File: src/rtl/hazard_pkg.sv
// Shared types and select codes for the hazard/forwarding controller.
package hazard_pkg;

  typedef enum logic [1:0] {
    RES_ALU = 2'd0,
    RES_DM  = 2'd1,
    RES_PC8 = 2'd2
  } res_t;

  localparam logic [1:0] TUSE_NONE = 2'd3;

  localparam logic [2:0] CMP_E_PC8 = 3'b111;
  localparam logic [2:0] CMP_M_ALU = 3'b110;
  localparam logic [2:0] CMP_M_PC8 = 3'b101;
  localparam logic [2:0] CMP_W_ALU = 3'b100;
  localparam logic [2:0] CMP_W_PC8 = 3'b011;
  localparam logic [2:0] CMP_W_DM  = 3'b010;
  localparam logic [2:0] CMP_RF    = 3'b000;

  localparam logic [1:0] FWD_M_ALU = 2'b11;
  localparam logic [1:0] FWD_W_ALU = 2'b10;
  localparam logic [1:0] FWD_W_DM  = 2'b01;
  localparam logic [1:0] FWD_RF    = 2'b00;

  typedef struct packed {
    logic [4:0] rs;
    logic [4:0] rt;
    logic [4:0] wa;
    res_t       res;
  } e_rec_t;

  typedef struct packed {
    logic [4:0] rt;
    logic [4:0] wa;
    res_t       res;
  } m_rec_t;

  typedef struct packed {
    logic [4:0] wa;
    res_t       res;
  } w_rec_t;

  function automatic logic reg_hit(input logic [4:0] src, input logic [4:0] wa);
    return (src != 5'd0) && (src == wa);
  endfunction

endpackage

File: src/rtl/hazard_fwd_sel.sv
// Per-operand evaluator: finds the nearest producing stage and derives its
// readiness (tnew) and the comparator / datapath forwarding select codes.
module hazard_fwd_sel
  import hazard_pkg::*;
#(
  parameter int FIRST = 0  // 0: D operand sees E/M/W, 1: E operand sees M/W, 2: M operand sees W
) (
  input  logic [4:0] src,
  input  logic [4:0] e_wa,
  input  res_t       e_res,
  input  logic [4:0] m_wa,
  input  res_t       m_res,
  input  logic [4:0] w_wa,
  input  res_t       w_res,
  output logic [2:0] cmp_sel,
  output logic [1:0] fwd_sel,
  output logic [1:0] tnew
);

  logic hit_e, hit_m, hit_w;

  assign hit_e = (FIRST == 0) && reg_hit(src, e_wa);
  assign hit_m = (FIRST <= 1) && reg_hit(src, m_wa);
  assign hit_w = reg_hit(src, w_wa);

  always_comb begin
    cmp_sel = CMP_RF;
    fwd_sel = FWD_RF;
    tnew    = 2'd0;
    if (hit_e) begin
      // jal/jalr put PC+8 on the E-stage output already, so only PC8 is ready here
      case (e_res)
        RES_ALU: tnew = 2'd1;
        RES_DM:  tnew = 2'd2;
        default: cmp_sel = CMP_E_PC8;
      endcase
    end else if (hit_m) begin
      if (m_res == RES_DM) begin
        tnew = 2'd1;
      end else begin
        cmp_sel = (m_res == RES_PC8) ? CMP_M_PC8 : CMP_M_ALU;
        fwd_sel = FWD_M_ALU;
      end
    end else if (hit_w) begin
      case (w_res)
        RES_DM: begin
          cmp_sel = CMP_W_DM;
          fwd_sel = FWD_W_DM;
        end
        RES_PC8: begin
          cmp_sel = CMP_W_PC8;
          fwd_sel = FWD_W_ALU;
        end
        default: begin
          cmp_sel = CMP_W_ALU;
          fwd_sel = FWD_W_ALU;
        end
      endcase
    end
  end

endmodule

File: src/rtl/hazard_ctrl.sv
// Hazard/forwarding controller for the five-stage MIPS pipeline.
// Define HAZARD_MDU_EN to build the multiply/divide busy-window counter.
module hazard_ctrl
  import hazard_pkg::*;
#(
  parameter int MULT_CYC = 5,
  parameter int DIV_CYC  = 10
) (
  input  logic       clk,
  input  logic       reset,
  input  logic [4:0] rs_D,
  input  logic [4:0] rt_D,
  input  logic [1:0] tuse_rs_D,
  input  logic [1:0] tuse_rt_D,
  input  logic [4:0] wa_D,
  input  logic [1:0] res_D,
  input  logic       md_start_D,
  input  logic       md_div_D,
  input  logic       md_use_D,
  output logic       stall,
  output logic [2:0] F_CMP_A_D,
  output logic [2:0] F_CMP_B_D,
  output logic [1:0] F_ALU_A_E,
  output logic [1:0] F_ALU_B_E,
  output logic [1:0] F_DM_Data_M
);

  e_rec_t e_reg, e_next;
  m_rec_t m_reg;
  w_rec_t w_reg;

  logic [4:0] src     [5];
  logic [2:0] cmp_sel [5];
  logic [1:0] fwd_sel [5];
  logic [1:0] tnew    [5];

  logic hz_stall, md_stall, stall_int;

  assign src[0] = rs_D;
  assign src[1] = rt_D;
  assign src[2] = e_reg.rs;
  assign src[3] = e_reg.rt;
  assign src[4] = m_reg.rt;

  generate
    for (genvar gi = 0; gi < 5; gi++) begin : g_op
      hazard_fwd_sel #(
        .FIRST((gi < 2) ? 0 : ((gi < 4) ? 1 : 2))
      ) u_sel (
        .src     (src[gi]),
        .e_wa    (e_reg.wa),
        .e_res   (e_reg.res),
        .m_wa    (m_reg.wa),
        .m_res   (m_reg.res),
        .w_wa    (w_reg.wa),
        .w_res   (w_reg.res),
        .cmp_sel (cmp_sel[gi]),
        .fwd_sel (fwd_sel[gi]),
        .tnew    (tnew[gi])
      );
    end
  endgenerate

  assign hz_stall = ((tuse_rs_D != TUSE_NONE) && (tuse_rs_D < tnew[0])) ||
                    ((tuse_rt_D != TUSE_NONE) && (tuse_rt_D < tnew[1]));

`ifdef HAZARD_MDU_EN
  logic [3:0] md_cnt_reg, md_cnt_next;

  assign md_stall = (md_use_D || md_start_D) && (md_cnt_reg != 4'd0);

  // A start that is held in D by a stall must not open the busy window yet
  always_comb begin
    md_cnt_next = md_cnt_reg;
    if (md_start_D && !stall_int)
      md_cnt_next = md_div_D ? 4'(DIV_CYC) : 4'(MULT_CYC);
    else if (md_cnt_reg != 4'd0)
      md_cnt_next = md_cnt_reg - 4'd1;
  end

  always_ff @(posedge clk) begin
    if (reset) md_cnt_reg <= 4'd0;
    else       md_cnt_reg <= md_cnt_next;
  end
`else
  logic unused_md;
  localparam int unused_cyc = MULT_CYC + DIV_CYC;
  assign md_stall  = 1'b0;
  assign unused_md = ^{md_start_D, md_div_D, md_use_D};
`endif

  assign stall_int = !reset && (hz_stall || md_stall);

  always_comb begin
    e_next = '0;
    if (!stall_int)
      e_next = '{rs: rs_D, rt: rt_D, wa: wa_D, res: res_t'(res_D)};
  end

  // E/M/W always advance, so a stall can only last until its producer retires
  always_ff @(posedge clk) begin
    if (reset) begin
      e_reg <= '0;
      m_reg <= '0;
      w_reg <= '0;
    end else begin
      e_reg <= e_next;
      m_reg <= '{rt: e_reg.rt, wa: e_reg.wa, res: e_reg.res};
      w_reg <= '{wa: m_reg.wa, res: m_reg.res};
    end
  end

  assign stall       = stall_int;
  assign F_CMP_A_D   = reset ? CMP_RF : cmp_sel[0];
  assign F_CMP_B_D   = reset ? CMP_RF : cmp_sel[1];
  assign F_ALU_A_E   = reset ? FWD_RF : fwd_sel[2];
  assign F_ALU_B_E   = reset ? FWD_RF : fwd_sel[3];
  assign F_DM_Data_M = reset ? FWD_RF : fwd_sel[4];

  logic unused_sel;
  assign unused_sel = ^{cmp_sel[2], cmp_sel[3], cmp_sel[4], fwd_sel[0], fwd_sel[1],
                        tnew[2], tnew[3], tnew[4]};

endmodule
File: config.mk
export PLATFORM = sky130hd
export DESIGN_NAME = hazard_ctrl
export DESIGN_NICKNAME = d
export VERILOG_FILES = /design/src/rtl/hazard_pkg.sv /design/src/rtl/hazard_fwd_sel.sv /design/src/rtl/hazard_ctrl.sv
export SDC_FILE = /design/constraint.sdc
export NUM_CORES = 1
export LEC_CHECK = 0
export BUFFER_PORTS_ARGS = -buffer_cell sky130_fd_sc_hd__buf_4
export CELL_PAD_IN_SITES_DETAIL_PLACEMENT = 1
export CELL_PAD_IN_SITES_GLOBAL_PLACEMENT = 2
export CORE_MARGIN = 4
export CORE_UTILIZATION = 36
export DETAILED_ROUTE_END_ITERATION = 16
export GPL_TIMING_DRIVEN = 1
export HOLD_SLACK_MARGIN = 0.15
export PLACE_DENSITY = 0.85
export SYNTH_ARGS = -nofsm -noshare
export SYNTH_HDL_FRONTEND = slang
export SYNTH_SLANG_ARGS = --single-unit
File: constraint.sdc
create_clock -name clk -period 7.5 [get_ports clk]
set_input_delay 1.5 -clock clk [delete_from_list [all_inputs] [get_ports clk]]
set_output_delay 1.5 -clock clk [all_outputs]
set_load 0.02 [all_outputs]
==> After elaboration in Yosys (flattened, before gate mapping) <==
Cells that the tools add are included.
{ "classes": {"add_sub_neg": 0, "mul": 0, "div_mod_pow": 0, "n_lt_le_gt_ge": 2, "eq_ne": 18, "shift": 0, "n_mux": 28, "bitwise_logic": 0, "n_reduce_logical": 24} }
{ "op_table": {"columns": ["op", "count"], "rows": [
  ["5-bit == test", 11],
  ["2-bit 2-to-1 mux", 15],
  ["3-bit 2-to-1 mux", 10],
  ["5-bit nonzero test", 5],
  ["1-bit logical AND", 14],
  ["2-bit by 1-bit == test with 1-bit output (second input constant)", 3],
  ["3-bit case mux with 2 select lines", 1],
  ["2-bit == test (second input constant)", 2],
  ["2-bit < comparator", 2],
  ["2-bit != test (second input constant)", 2],
  ["2-bit case mux with 2 select lines", 1],
  ["2-bit OR reduction", 2],
  ["2-bit logical NOT", 1],
  ["1-bit logical NOT", 1],
  ["1-bit logical OR", 1],
  ["1-bit 2-to-1 mux", 1]
]} }
{ "word_totals": {"reg_bits": 36, "latchBits": 0, "mem_bits_rw": 0, "romBits": 0, "output_inout_bits": 13, "elab_cells": 81, "n_memories": 0} }

==> Depth between registers and ports, before layout <==
Gate-level depths: netlist (run 1).
{ "logic_depth": {"ltp_word": 9, "mapped_depth": 12} }

==> Modules after synthesis <==
Synthesis (run 1) repeated with hierarchy kept, for this count alone.
{ "hier_totals": {"hier_cells": 329, "area_unflattened_um2": 2917.8} }
{ "by_module_without_submodules": {"columns": ["module", "instances", "cells_per_inst", "area_per_inst_um2"], "rows": [
  ["hazard_ctrl", 1, 102, 1310.0],
  ["hazard_fwd_sel at g_op[0].u_sel ...", 2, 56, 391.6],
  ["hazard_fwd_sel at g_op[2].u_sel ...", 2, 47, 332.8],
  ["hazard_fwd_sel at g_op[4].u_sel", 1, 21, 158.9]
]} }

==> Worst setup path before layout (run 1) <==
Ideal clock, no wire load.
{ "synth_timing": {"path_kind": "input to output", "startpoint": "input rs_D[0]", "endpoint": "output stall", "t_arrival_ns": 3.771, "t_required_ns": 6.000, "slack_ns": 2.229, "path_stages": 12, "n_path_buf": 2, "path_cell_list": "buf_2 -> xnor2_1 -> nand4_1 -> nor2_1 -> o2111ai_1 -> ha_1 -> nor2_1 -> nand2_1 -> or4_4 -> o21ai_4 -> buf_6 -> a32o_1"} }
{ "synth_via": {"elab_chain_len": 8, "elab_cells_between_ends": 11, "cone_classes": "order compare: 1; eq/ne: 2; mux: 2; reduce/logical: 6"} }
{ "synth_rtl": {"columns": ["item", "line", "text"], "rows": [
  ["start: declaration", "hazard_ctrl.sv:11", "input logic [4:0] rs_D,"],
  ["5-bit == test / 5-bit nonzero test (equally long branches)", "hazard_pkg.sv:44", "return (src != 5'd0) && (src == wa);"],
  ["1-bit logical AND", "hazard_pkg.sv:44", null],
  ["2-bit 2-to-1 mux", "hazard_fwd_sel.sv:37", "end else if (hit_m) begin"],
  ["2-bit 2-to-1 mux *", "hazard_fwd_sel.sv:30", "if (hit_e) begin"],
  ["2-bit < comparator *", "hazard_ctrl.sv:64", "assign hz_stall = ((tuse_rs_D != TUSE_NONE) && (tuse_rs_D < tnew[0])) ||"],
  ["1-bit logical AND *", "hazard_ctrl.sv:64", null],
  ["1-bit logical OR *", "hazard_ctrl.sv:64", null],
  ["1-bit logical AND *", "hazard_ctrl.sv:92", "assign stall_int = !reset && (hz_stall || md_stall);"],
  ["end: declaration", "hazard_ctrl.sv:20", "output logic stall,"]
]} }
Mark *: on every way between the ends. The rest lies on a longest branch, timed or not.

==> Worst setup path after layout (run 1) <==
Ends and elaborated chain as after synthesis.

==> metrics.md, run 1 <==
| Metric | Value |
|---|---|
| Reg clk slew, reported paths | `~0.06 ns` |
| Fillers | `770` |
| Post-synth EDFFs | `0` |
| Async SR Flop Fraction | `0` |
| First-pass DRT Iterations | `4` |
| Post-route ant nets | `0` |
| I/O pin count | `39` |
| CTS tree | `built` |
| Compound-cell area share of the yosys netlist | `0.1861` |
| Routed WL per cell | `16.81 um` |
| Floorplan row count | `29` |
| Largest family of logic cells by synthesized area | `XOR/XNOR gates` |
| Detailed Route WL | `6.103 mm` |
| Final TNS setup | `0 ns` |
| Sink Count | `36` |
| Longest Clk Path Bufs | `2` |
| Synth Area in Adders | `0.03209` |
| Final number of max-transition violations | `0` |
| Crit. End Element | `output port` |
| Clock insertion delay at the later pin of the skew report | `0.29 ns` |
| Max IR drop VDD | `64.62 uV` |
| Top cell type's share of synthesized area | `0.3080` |
| Crit path kind | `in2out` |
| Post-Synthesis Cell Area | `roughly 2300 um^2` |
| CP max-delay cell | `o21ai_4` |
| Rel. slew slack | `0.4383` |
| Seq cells post-synth | `36` |
| Number of max-cap violations | `0` |
| Share of post-route cells with drive strength above 1 | `0.1993` |
| Post-DP HPWL | `roughly 4.7 mm` |
| Levels on crit path | `12` |
| Initial Utilization | `0.3706` |
| Met2 WL post-DR | `3.072 mm` |
| Vias | `1934` |
| Crit path buf inv count | `2` |
| DRC | `0` |
| Syn avg cell area | `8.763 um^2` |
| Total track usage | `0.1680` |
| Pwr per Cell Area | `165.2 nW/um^2` |
| Largest register FFs | `17` |
| Initial antenna violation count | `0` |
| RSZ-0062 raised after global routing | `no` |
| Overflow after GRT | `0` |
| Most common flop cell mapped by yosys | `dfxtp_1` |
| Most frequent cells in the layout | `36 x dfxtp_1, 36 x buf_4, 33 x xnor2_1, 26 x inv_1, 21 x xor2_1` |
| Worst Skew | `0.005204 ns` |
| Pwr Total | `441.9 uW` |
| H-tree depth | `2` |
| Top layer reached by signal wires | `met4` |
| Worst min-delay path class | `reg2reg` |
| Die W | `88.62 um` |
| Height of the die | `88.62 um` |
| Worst reg2reg setup slack | `4.56 ns` |
| Count of cell types in the netlist | `37` |
| Post-synthesis sequential area ratio | `0.3080` |
| CTS root buf | `clkbuf_8` |
| Worst endpoint required time | `roughly 6.0 ns` |
| Fin. Hold Viols | `0` |
| Crit path max-delay family | `simple AND/OR/NAND/NOR gates` |
| Largest net degree at the start of global routing | `50` |
| Die area | `7854 um^2` |
| Nets | `318` |
| Met1 wire length | `2.661 mm` |
| Post-CTS sizing | `0` |
| Worst R2R End | `e_reg[8]$_SDFF_PP0_` |
| DP Worst Slack | `1.760 ns` |
| PortBufs | `35` |
| Cts bufs inserted | `5` |
| ANT cells | `0` |
| Hold Path End | `w_reg[0]$_SDFF_PP0_` |
| Setup ws final | `approximately 1.8 ns` |
| GP Congestion | `0.8522` |
| Leak pwr | `0.001066 uW` |
| CP Launch Type | `input port` |
| Iteration-0 DRC Markers | `99` |
| CP cell instances | `buf_4, xnor2_1, nand4_1, nor2_1, o2111ai_1, ha_1, nor2_1, nand2_1, or4_4, o21ai_4, a32o_1, buf_4` |
| Synthesized-area fraction occupied by and/or/nand/nor cells | `0.1765` |
| Global-route wire length before repair | `10.11 mm` |
| Worst-margin pin slew | `0.8361 ns` |
| Worst hold start | `m_reg[0]$_SDFF_PP0_` |
| Number of setup buffers added after CTS | `0` |
| Mapped Cells | `267` |
| Cell count of the worst hold path | `2` |
| Slowest stage delay, CP | `0.57 ns` |
| # hold bufs at CTS | `0` |
| Vias/cell | `approximately 5.3` |
| Final period utilization | `0.7666` |
| Syn-to-layout area delta | `14.33%` |
| Mux contribution to synthesized area | `0.004813` |
| Ys Warns | `0` |
| XOR/XNOR share of the synthesized area | `0.2021` |
| Max Clock Freq | `0.1739 GHz` |
| Top cells by area, synth | `dfxtp_1 31%, xnor2_1 12%, xor2_1 7.9%, a2111oi_2 4.5%, nor2b_1 4.3%` |
| Final-report setup violation count | `0` |
| Status | `completed` |
| Core Box Area | `6314 um^2` |
| RR Startpoint | `e_reg[6]$_SDFF_PP0_` |
| CP Max Fanout | `18` |
| Yosys top cell by area | `dfxtp_1` |
| Final Critical Period | `5.749 ns` |
| R2r worst-path depth | `10` |
| Vias in the first global route | `2012` |
| Met3 WL | `259 um` |
| Synthesized net count | `299` |
| CP arrival | `4.25 ns` |
power by group:
group | total (uW) | switching, uW | leakage [uW] | internal (uW)
combinational | 101 | 55.0 | 0.000730 | 45.8
clock | 129 | 66.1 | 0.0000410 | 63.1
sequential | 212 | 11.7 | 0.000295 | 200
total | 442 | 133 | 0.00107 | 309
Yosys cell counts, drive strengths merged, types with 3 or more instances:
cell type  number
xor2           21
buf            12
ha              6
nand3          12
a21oi           5
nor4            5
nor2           14
dfxtp          36
inv            26
nor2b          16
a221oi          3
or4             5
a2111oi        17
xnor2          33
nand2          10
a311oi          3
a211oi          5
clkbuf         12
nor3           11
layout make-up:
type,count,area [um^2],area share
Clock buffer,6,72.57,0.02713
Clock inverter,1,5.005,0.001871
Inverter,26,97.59,0.03648
Multi-Input combinational cell,181,1413,0.5281
Sequential cell,36,720.7,0.2694
Tap cell,77,96.34,0.03601
Timing Repair Buffer,36,270.3,0.1010
routing by layer:
layer	track usage	vias up
met5	0	-
met4	0.05220	0
met3	0.03259	11
met2	0.2901	41
met1	0.2101	926
li1	-	956
kinds of logic after synthesis:
family | Yosys count
adder cells (fa/ha/maj) | 6
buffers and inverters | 50
flip-flops | 36
AND/OR/NAND/NOR | 78
XOR/XNOR | 54
multiplexers | 1
AO/OA/AOI/OAI | 42
worst register-to-register path: cells and delay by family, from the launching register on:
family / cells / cell delay, ns
xor gates and xnor gates: 1 / 0.14
DFF: 1 / 0.40
adders and majority gates: 1 / 0.22
AOI/OAI and AO/OA: 3 / 0.90
and+or+nand+nor: 5 / 1.12
through the flow:
| step | utilization | hold WS (ns) | cell area (um^2) | std cells |
|---|---|---|---|---|
| floorplan | - | 0.4377 | 2340 | 267 |
| global placement | 0.4114 | 0.4536 | 2597 | 356 |
| detailed placement | 0.4114 | 0.4616 | 2597 | 356 |
| CTS | 0.4237 | 0.4739 | 2675 | 363 |
| global route | 0.4237 | 0.4978 | 2675 | 363 |
| finish | 0.4237 | 0.4703 | 2675 | 363 |
how the worst max path moves through the flow:
stage / from / end / slack, ns
2_1_floorplan: rs_D[0] / stall / 2.23
3_3_place_gp: rs_D[0] / stall / 1.80
3_5_place_dp: rs_D[0] / stall / 1.76
4_1_cts: rs_D[0] / stall / 1.76
5_1_grt: rs_D[0] / stall / 1.61
6_report: rs_D[0] / stall / 1.75
No activity file was read; power rests on OpenSTA's default activity.
==> run 2: changes to the inputs <==
Settings changed: ABC_AREA from default to 1, CORE_UTILIZATION 36 to 27, PLACE_DENSITY 0.85 to 0.76.
Clock period 7.5 ns to 4.79 ns, I/O delays scaled along.
==> run 2 against run 1 <==
  * First-iteration DRC count down 42%
  * Non-clock buffer count down 1
  * Cell count grew 25%
  * Count of clock-buffer cells in the layout did not move
  * Synthesized cell count is 19% higher
  * Cell area fell by 2.6%
  * Clock skew shrank 0.0017 ns
  * Power increased by 67%
  * Critical endpoint unchanged
  * Largest cell class unchanged
==> metrics.md, run 2 <==
| Metric | Value |
|---|---|
| Post-route ant nets | `0 (unchanged)` |
| Hold slack final | `0.4672 ns (was 0.4703 ns)` |
| Ys Warns | `0 (unchanged)` |
| Final-report setup violation count | `0 (unchanged)` |
| Worst-margin pin slew | `0.4145 ns (was 0.8361 ns)` |
| H-tree depth | `2 (unchanged)` |
| Vias/cell | `4.378 (was 5.328)` |
| Worst Skew | `0.003478 ns (was 0.005204 ns)` |
| GP Congestion | `0.8050 (was 0.8522)` |
| Clock insertion delay at the later pin of the skew report | `0.29 ns (about the same)` |
| # hold bufs at CTS | `0 (unchanged)` |
| Vias in the first global route | `2107 (was 2012)` |
| Die area | `9463 um^2 (was 7854 um^2)` |
| Top cell by count, worst path | `nand2_1` |
| Fin. Hold Viols | `0 (unchanged)` |
| Post-synthesis sequential area ratio | `0.3349 (was 0.3080)` |
| Max Clock Freq | `0.2889 GHz` |
| Async SR Flop Fraction | `0 (unchanged)` |
| Pwr per Cell Area | `283.7 nW/um^2 (was 165.2 nW/um^2)` |
| Die W | `97.28 um (was 88.62 um)` |
| Height of the die | `97.28 um (was 88.62 um)` |
| CP cell instances | `buf_4, inv_2, nand2_1, nand2_1, nor2_1, nand2_1, nor2_4, nand3_1, ha_1, nand2_1, nand2_2, a21oi_1, buf_4 (was buf_4, xnor2_1, nand4_1, nor2_1, o2111ai_1, ha_1, nor2_1, nand2_1, or4_4, o21ai_4, a32o_1, buf_4)` |
| Total track usage | `0.1312 (was 0.1680)` |
| Mapped Cells | `319 (was 267)` |
| Max IR drop VDD | `146.2 uV (was 64.62 uV)` |
| Nets | `384 (was 318)` |
| I/O pin count | `39 (unchanged)` |
| Yosys top cell by area | `dfxtp_1 (unchanged)` |
| Initial Utilization | `0.2785 (was 0.3706)` |
| RSZ-0062 raised after global routing | `no (unchanged)` |
| Syn avg cell area | `6.746 um^2 (was 8.763 um^2)` |
| Worst endpoint required time | `3.83 ns (was 6.00 ns)` |
| Final number of max-transition violations | `0 (unchanged)` |
| Crit. End Element | `output port (unchanged)` |
| Routed WL per cell | `12.71 um (was 16.81 um)` |
| CTS tree | `built (unchanged)` |
| Post-CTS sizing | `0 (unchanged)` |
| Crit path kind | `in2out (unchanged)` |
| Post-Synthesis Cell Area | `2152 um^2 (was 2340 um^2)` |
| CP max-delay cell | `ha_1 (was o21ai_4)` |
| Syn-to-layout area delta | `21.10% (was 14.33%)` |
| Top cells by count, synth | `67 x nand2_1, 50 x inv_1, 46 x nor2_1 (was 36 x dfxtp_1, 33 x xnor2_1, 26 x inv_1)` |
| Leak pwr | `0.001235 uW (was 0.001066 uW)` |
| Final TNS setup | `0 ns (unchanged)` |
| Synthesized net count | `351 (was 299)` |
| Status | `completed (unchanged)` |
| Detailed Route WL | `5.783 mm (was 6.103 mm)` |
| Overflow after GRT | `0 (unchanged)` |
| Largest register FFs | `17 (unchanged)` |
| Reg clk slew, reported paths | `0.08 ns (was 0.06 ns)` |
| Post-synth EDFFs | `0 (unchanged)` |
| CP Launch Type | `input port (unchanged)` |
| Most used standard cell by instance count after synthesis | `nand2_1 (was dfxtp_1)` |
| Most frequent cells in the layout | `67 x nand2_1, 50 x inv_1, 46 x nor2_1, 36 x dfxtp_1, 35 x buf_4 (was 36 x dfxtp_1, 36 x buf_4, 33 x xnor2_1, 26 x inv_1, 21 x xor2_1)` |
| Initial antenna violation count | `0 (unchanged)` |
| CP Max Fanout | `6 (was 18)` |
| Most common cell after layout, fill and taps aside | `nand2_1` |
| Core Box Area | `7727 um^2 (was 6314 um^2)` |
| Top cells by area, synth | `dfxtp_1 33%, nand2_1 12%, xnor2_1 9.0%, inv_1 8.7%, nor2_1 8.0% (was dfxtp_1 31%, xnor2_1 12%, xor2_1 7.9%, a2111oi_2 4.5%, nor2b_1 4.3%)` |
| Share of post-route cells with drive strength above 1 | `0.1416 (was 0.1993)` |
| Longest Clk Path Bufs | `2 (unchanged)` |
| Count of cell types in the netlist | `22 (was 37)` |
| Post-DP HPWL | `4.825 mm (was 4.678 mm)` |
| Largest net degree at the start of global routing | `23 (was 50)` |
| Most common flop cell mapped by yosys | `dfxtp_1 (unchanged)` |
| Fillers | `998 (was 770)` |
| PortBufs | `35 (unchanged)` |
| Number of setup buffers added after CTS | `0 (unchanged)` |
| Cts bufs inserted | `5 (unchanged)` |
| Floorplan row count | `32 (was 29)` |
| Global-route wire length before repair | `10.15 mm (was 10.11 mm)` |
| ANT cells | `0 (unchanged)` |
| CTS root buf | `clkbuf_8 (unchanged)` |
| Top cell type's share of synthesized area | `0.3349 (was 0.3080)` |
| Final Critical Period | `roughly 3.5 ns` |
| Worst min-delay path class | `reg2reg (unchanged)` |
| Register area | `720.7 um^2 (unchanged)` |
| Slowest stage delay, CP | `0.29 ns (was 0.57 ns)` |
| First-pass DRT Iterations | `4 (unchanged)` |
| Seq cells post-synth | `36 (unchanged)` |
| CP arrival | `2.50 ns (was 4.25 ns)` |
| Rel. slew slack | `0.7211 (was 0.4383)` |
| Final period utilization | `0.7227` |
| Crit path buf inv count | `3 (was 2)` |
| Sink Count | `36 (unchanged)` |
| DRC | `0 (unchanged)` |
| Vias | `1992 (was 1934)` |
| Number of max-cap violations | `0 (unchanged)` |
| Multi-input logic area | `1189 um^2 (was 1413 um^2)` |
| Crit path max-delay family | `simple AND/OR/NAND/NOR gates (unchanged)` |
| Iteration-0 DRC Markers | `57 (was 99)` |
[run 2: cell types whose count changed in the layout (fill, tap and decap cells not counted), moves of 7 or more]
cell / before / now
nor2_1: 14 / 46
nand4_1: 2 / 12
nor2b_1: 16 / 0
inv_1: 26 / 50
xnor2_1: 33 / 22
nand2_1: 10 / 67
a2111oi_2: 7 / 0
a21oi_1: 5 / 21
xor2_1: 21 / 13
a2111oi_0: 7 / 0
[run 2: path summary, 6_finish.rpt]
check | slack (ns) | from | end | cells past startpoint
setup / recovery | 1.33 | rt_D[0] | stall | 13
setup reg to reg | 2.83 | e_reg[2]$_SDFF_PP0_ | e_reg[16]$_SDFF_PP0_ | 12
hold / removal | 0.47 | m_reg[1]$_SDFF_PP0_ | w_reg[1]$_SDFF_PP0_ | 2
hold reg to reg | 0.47 | m_reg[1]$_SDFF_PP0_ | w_reg[1]$_SDFF_PP0_ | 2
[run 2: where the power goes]
group          internal (uW)  switching (uW)  leakage [uW]
sequential               313            15.4      0.000295
clock                    155             113     0.0000552
combinational           60.7            82.9      0.000884
total                    528             211       0.00123
[run 2: kinds of logic after synthesis]
group | count (synthesis) | share of synthesized area
AOI/OAI and AO/OA | 28 | 0.06570
xor gates and xnor gates | 35 | 0.1424
adders and majority gates | 6 | 0.03488
buffers and inverters | 62 | 0.1128
DFF | 36 | 0.3349
and+or+nand+nor | 152 | 0.3093
[run 2: tightest hold or removal path, cell delays in order (launching register included)]
cell and delay [ns]:
dfxtp_1 0.32, inv_1 0.07, nor2_1 0.04
[run 2: routing by layer]
metal  share of wire  wire length [um]  vias to the layer above  GRT usage
li1                -                 -                     1052          -
met1            0.48              2773                      902     0.1698
met2            0.47              2738                       28     0.2229
met3           0.026               153                       10    0.02154
met4           0.020               118                        0    0.04153
met5               0                 0                        -          0
[run 2: area by class of cell]
cell class,instances,share of cell area
clock buffers,6,0.02784
clock inverters,2,0.01344
inverters,53,0.07633
multi-input cells,221,0.4561
flip-flops and latches,36,0.2765
well taps,102,0.04897
repair buffers,35,0.1008
[run 2: stage by stage]
stage | cell area, um^2 | worst slack (ns) | utilization | instances | total power, uW
after CTS | 2606 | 1.262 | 0.3373 | 455 | 750.8
after floorplan | 2152 | 1.597 | - | 319 | 427.6
final | 2606 | 1.328 | 0.3373 | 455 | 739.4
after global placement | 2499 | 1.285 | 0.3233 | 447 | 480.3
after detailed placement | 2499 | 1.264 | 0.3233 | 447 | 482.9
after global routing | 2606 | 1.057 | 0.3373 | 455 | 787.0
==> run 3: changes to the inputs <==
Settings changed: CORE_UTILIZATION 27 to 30, PLACE_DENSITY 0.76 to 0.8.
Clock period 4.79 ns to 3.5 ns, I/O delays scaled along.
==> run 3 against run 2 <==
  * Clock power rose by 18%
  * Hold slack improved by 0.0050 ns
  * Critical path depth unchanged
  * Register-to-register slack lost 1.3 ns
  * Critical endpoint unchanged
  * Largest power group unchanged
==> metrics.md, run 3 (synthesized netlist as in run 2, its figures left out) <==
| Metric | Value |
|---|---|
| Status | `completed (unchanged)` |
| Vias in the first global route | `2063 (was 2107)` |
| ANT cells | `0 (unchanged)` |
| Crit. End Element | `output port (unchanged)` |
| Iteration-0 DRC Markers | `59 (was 57)` |
| Largest net degree at the start of global routing | `23 (unchanged)` |
| GP Congestion | `0.7763 (was 0.8050)` |
| First-pass DRT Iterations | `4 (unchanged)` |
| Cts bufs inserted | `5 (unchanged)` |
| Number of setup buffers added after CTS | `0 (unchanged)` |
| Worst min-delay path class | `reg2reg (unchanged)` |
| CP arrival | `2.23 ns (was 2.50 ns)` |
| Clock insertion delay at the later pin of the skew report | `0.29 ns (about the same)` |
| Pwr per Cell Area | `372.2 nW/um^2 (was 283.7 nW/um^2)` |
| I/O pin count | `39 (unchanged)` |
| Overflow after GRT | `0 (unchanged)` |
| Final period utilization | `0.8384` |
| Most common cell after layout, fill and taps aside | `nand2_1 (unchanged)` |
| Worst endpoint required time | `2.80 ns (was 3.83 ns)` |
| Final TNS setup | `0 ns (unchanged)` |
| Most frequent cells in the layout | `67 x nand2_1, 50 x inv_1, 46 x nor2_1, 36 x dfxtp_1, 35 x buf_4 (unchanged)` |
| Final std cells w/o fill | `449 (was 455)` |
| Final core utilization | `0.3763 (was 0.3373)` |
| Fin. Hold Viols | `0 (unchanged)` |
| Share of post-route cells with drive strength above 1 | `0.1416 (unchanged)` |
| Rel. slew slack | `0.7035 (was 0.7211)` |
| Die W | `92.70 um (was 97.28 um)` |
| Placed Cells | `441 (was 447)` |
| Max IR drop VDD | `170.7 uV (was 146.2 uV)` |
| Worst Skew | `0.006826 ns (was 0.003478 ns)` |
| Post-DP HPWL | `4.821 mm (was 4.825 mm)` |
| Post-route ant nets | `0 (unchanged)` |
| Final-report setup violation count | `0 (unchanged)` |
| Global-route wire length before repair | `10.06 mm (was 10.15 mm)` |
| Height of the die | `92.70 um (was 97.28 um)` |
| Post-CTS sizing | `0 (unchanged)` |
| Final number of max-transition violations | `0 (unchanged)` |
| CTS root buf | `clkbuf_8 (unchanged)` |
| CP Max Fanout | `6 (unchanged)` |
| Final Critical Period | `2.935 ns` |
| Total track usage | `0.1482 (was 0.1312)` |
| CP Launch Type | `input port (unchanged)` |
| Floorplan row count | `30 (was 32)` |
| Number of max-cap violations | `0 (unchanged)` |
| Reg clk slew, reported paths | `0.07 ns (was 0.08 ns)` |
| Initial Utilization | `0.3133 (was 0.2785)` |
| Max Clock Freq | `0.3408 GHz` |
| Leak pwr | `0.001224 uW (was 0.001235 uW)` |
| Die area | `8592 um^2 (was 9463 um^2)` |
| Longest Clk Path Bufs | `2 (unchanged)` |
| Initial antenna violation count | `0 (unchanged)` |
| # hold bufs at CTS | `0 (unchanged)` |
| Crit path kind | `in2out (unchanged)` |
| Nets | `384 (unchanged)` |
| Syn-to-layout area delta | `20.12% (was 21.10%)` |
| PortBufs | `35 (unchanged)` |
| H-tree depth | `2 (unchanged)` |
| RSZ-0062 raised after global routing | `no (unchanged)` |
| Sink Count | `36 (unchanged)` |
| CTS tree | `built (unchanged)` |
| DRC | `0 (unchanged)` |
| Largest register FFs | `17 (unchanged)` |
| Worst-margin pin slew | `0.4400 ns (was 0.4145 ns)` |
| Routed WL per cell | `13.26 um (was 12.71 um)` |
| Vias | `2026 (was 1992)` |
| Pwr Total | `962.2 uW (was 739.4 uW)` |
| Detailed Route WL | `5.954 mm (was 5.783 mm)` |
| Core Box Area | `6869 um^2 (was 7727 um^2)` |
| Vias/cell | `4.512 (was 4.378)` |
run 3: where the power goes:
| part | switching [uW] | total (uW) | internal [uW] | leakage [uW] |
|---|---|---|---|---|
| combinational | 114 | 198 | 83.1 | 0.000884 |
| clock | 154 | 314 | 160 | 0.0000445 |
| sequential | 21.9 | 450 | 429 | 0.000295 |
| total | 290 | 962 | 672 | 0.00122 |
run 3: routing by layer:
layer  vias to the layer above  track usage  part of all wire  routed length (um)
met5                         -            0                 0                   0
met4                         0      0.03541            0.0092                  55
met3                         7      0.03006             0.031                 182
met2                        29       0.2477              0.47                2799
met1                       941       0.1957              0.49                2917
li1                       1049            -                 -                   -
run 3: worst paths after layout:
| path | start | to | slack [ns] | depth (start not counted) |
|---|---|---|---|---|
| worst max-delay path | rt_D[0] | stall | 0.57 | 13 |
| worst min-delay path | m_reg[0]$_SDFF_PP0_ | w_reg[0]$_SDFF_PP0_ | 0.47 | 2 |
| worst max register to register | e_reg[2]$_SDFF_PP0_ | e_reg[16]$_SDFF_PP0_ | 1.52 | 12 |
| worst min register to register | m_reg[0]$_SDFF_PP0_ | w_reg[0]$_SDFF_PP0_ | 0.47 | 2 |
run 3: layout make-up:
type	count	area, um^2
flip-flops and latches	36	720.7
inverters	53	198.9
repair buffers	35	262.8
clock inverters	1	7.507
fillers	905	4284
well taps	96	120.1
multi-input cells	221	1189
clock buffers	7	86.33
run 3: stage by stage:
step / hold WS (ns) / worst slack [ns] / area, um^2
after floorplan: 0.4316 / 0.8226 / 2152
after global placement: 0.4587 / 0.5324 / 2491
after detailed placement: 0.4632 / 0.5112 / 2491
after CTS: 0.4703 / 0.5084 / 2585
after global routing: 0.4982 / 0.3637 / 2585
final: 0.4722 / 0.5655 / 2585
run 3: critical path, stage by stage:
cell	delay [ns]
buf_4	0.12
inv_2	0.05
nand2_1	0.05
nand2_1	0.05
nor2_1	0.14
nand2_1	0.11
nor2_4	0.19
nand3_1	0.10
ha_1	0.28
nand2_1	0.08
nand2_2	0.07
a21oi_1	0.14
buf_4	0.16
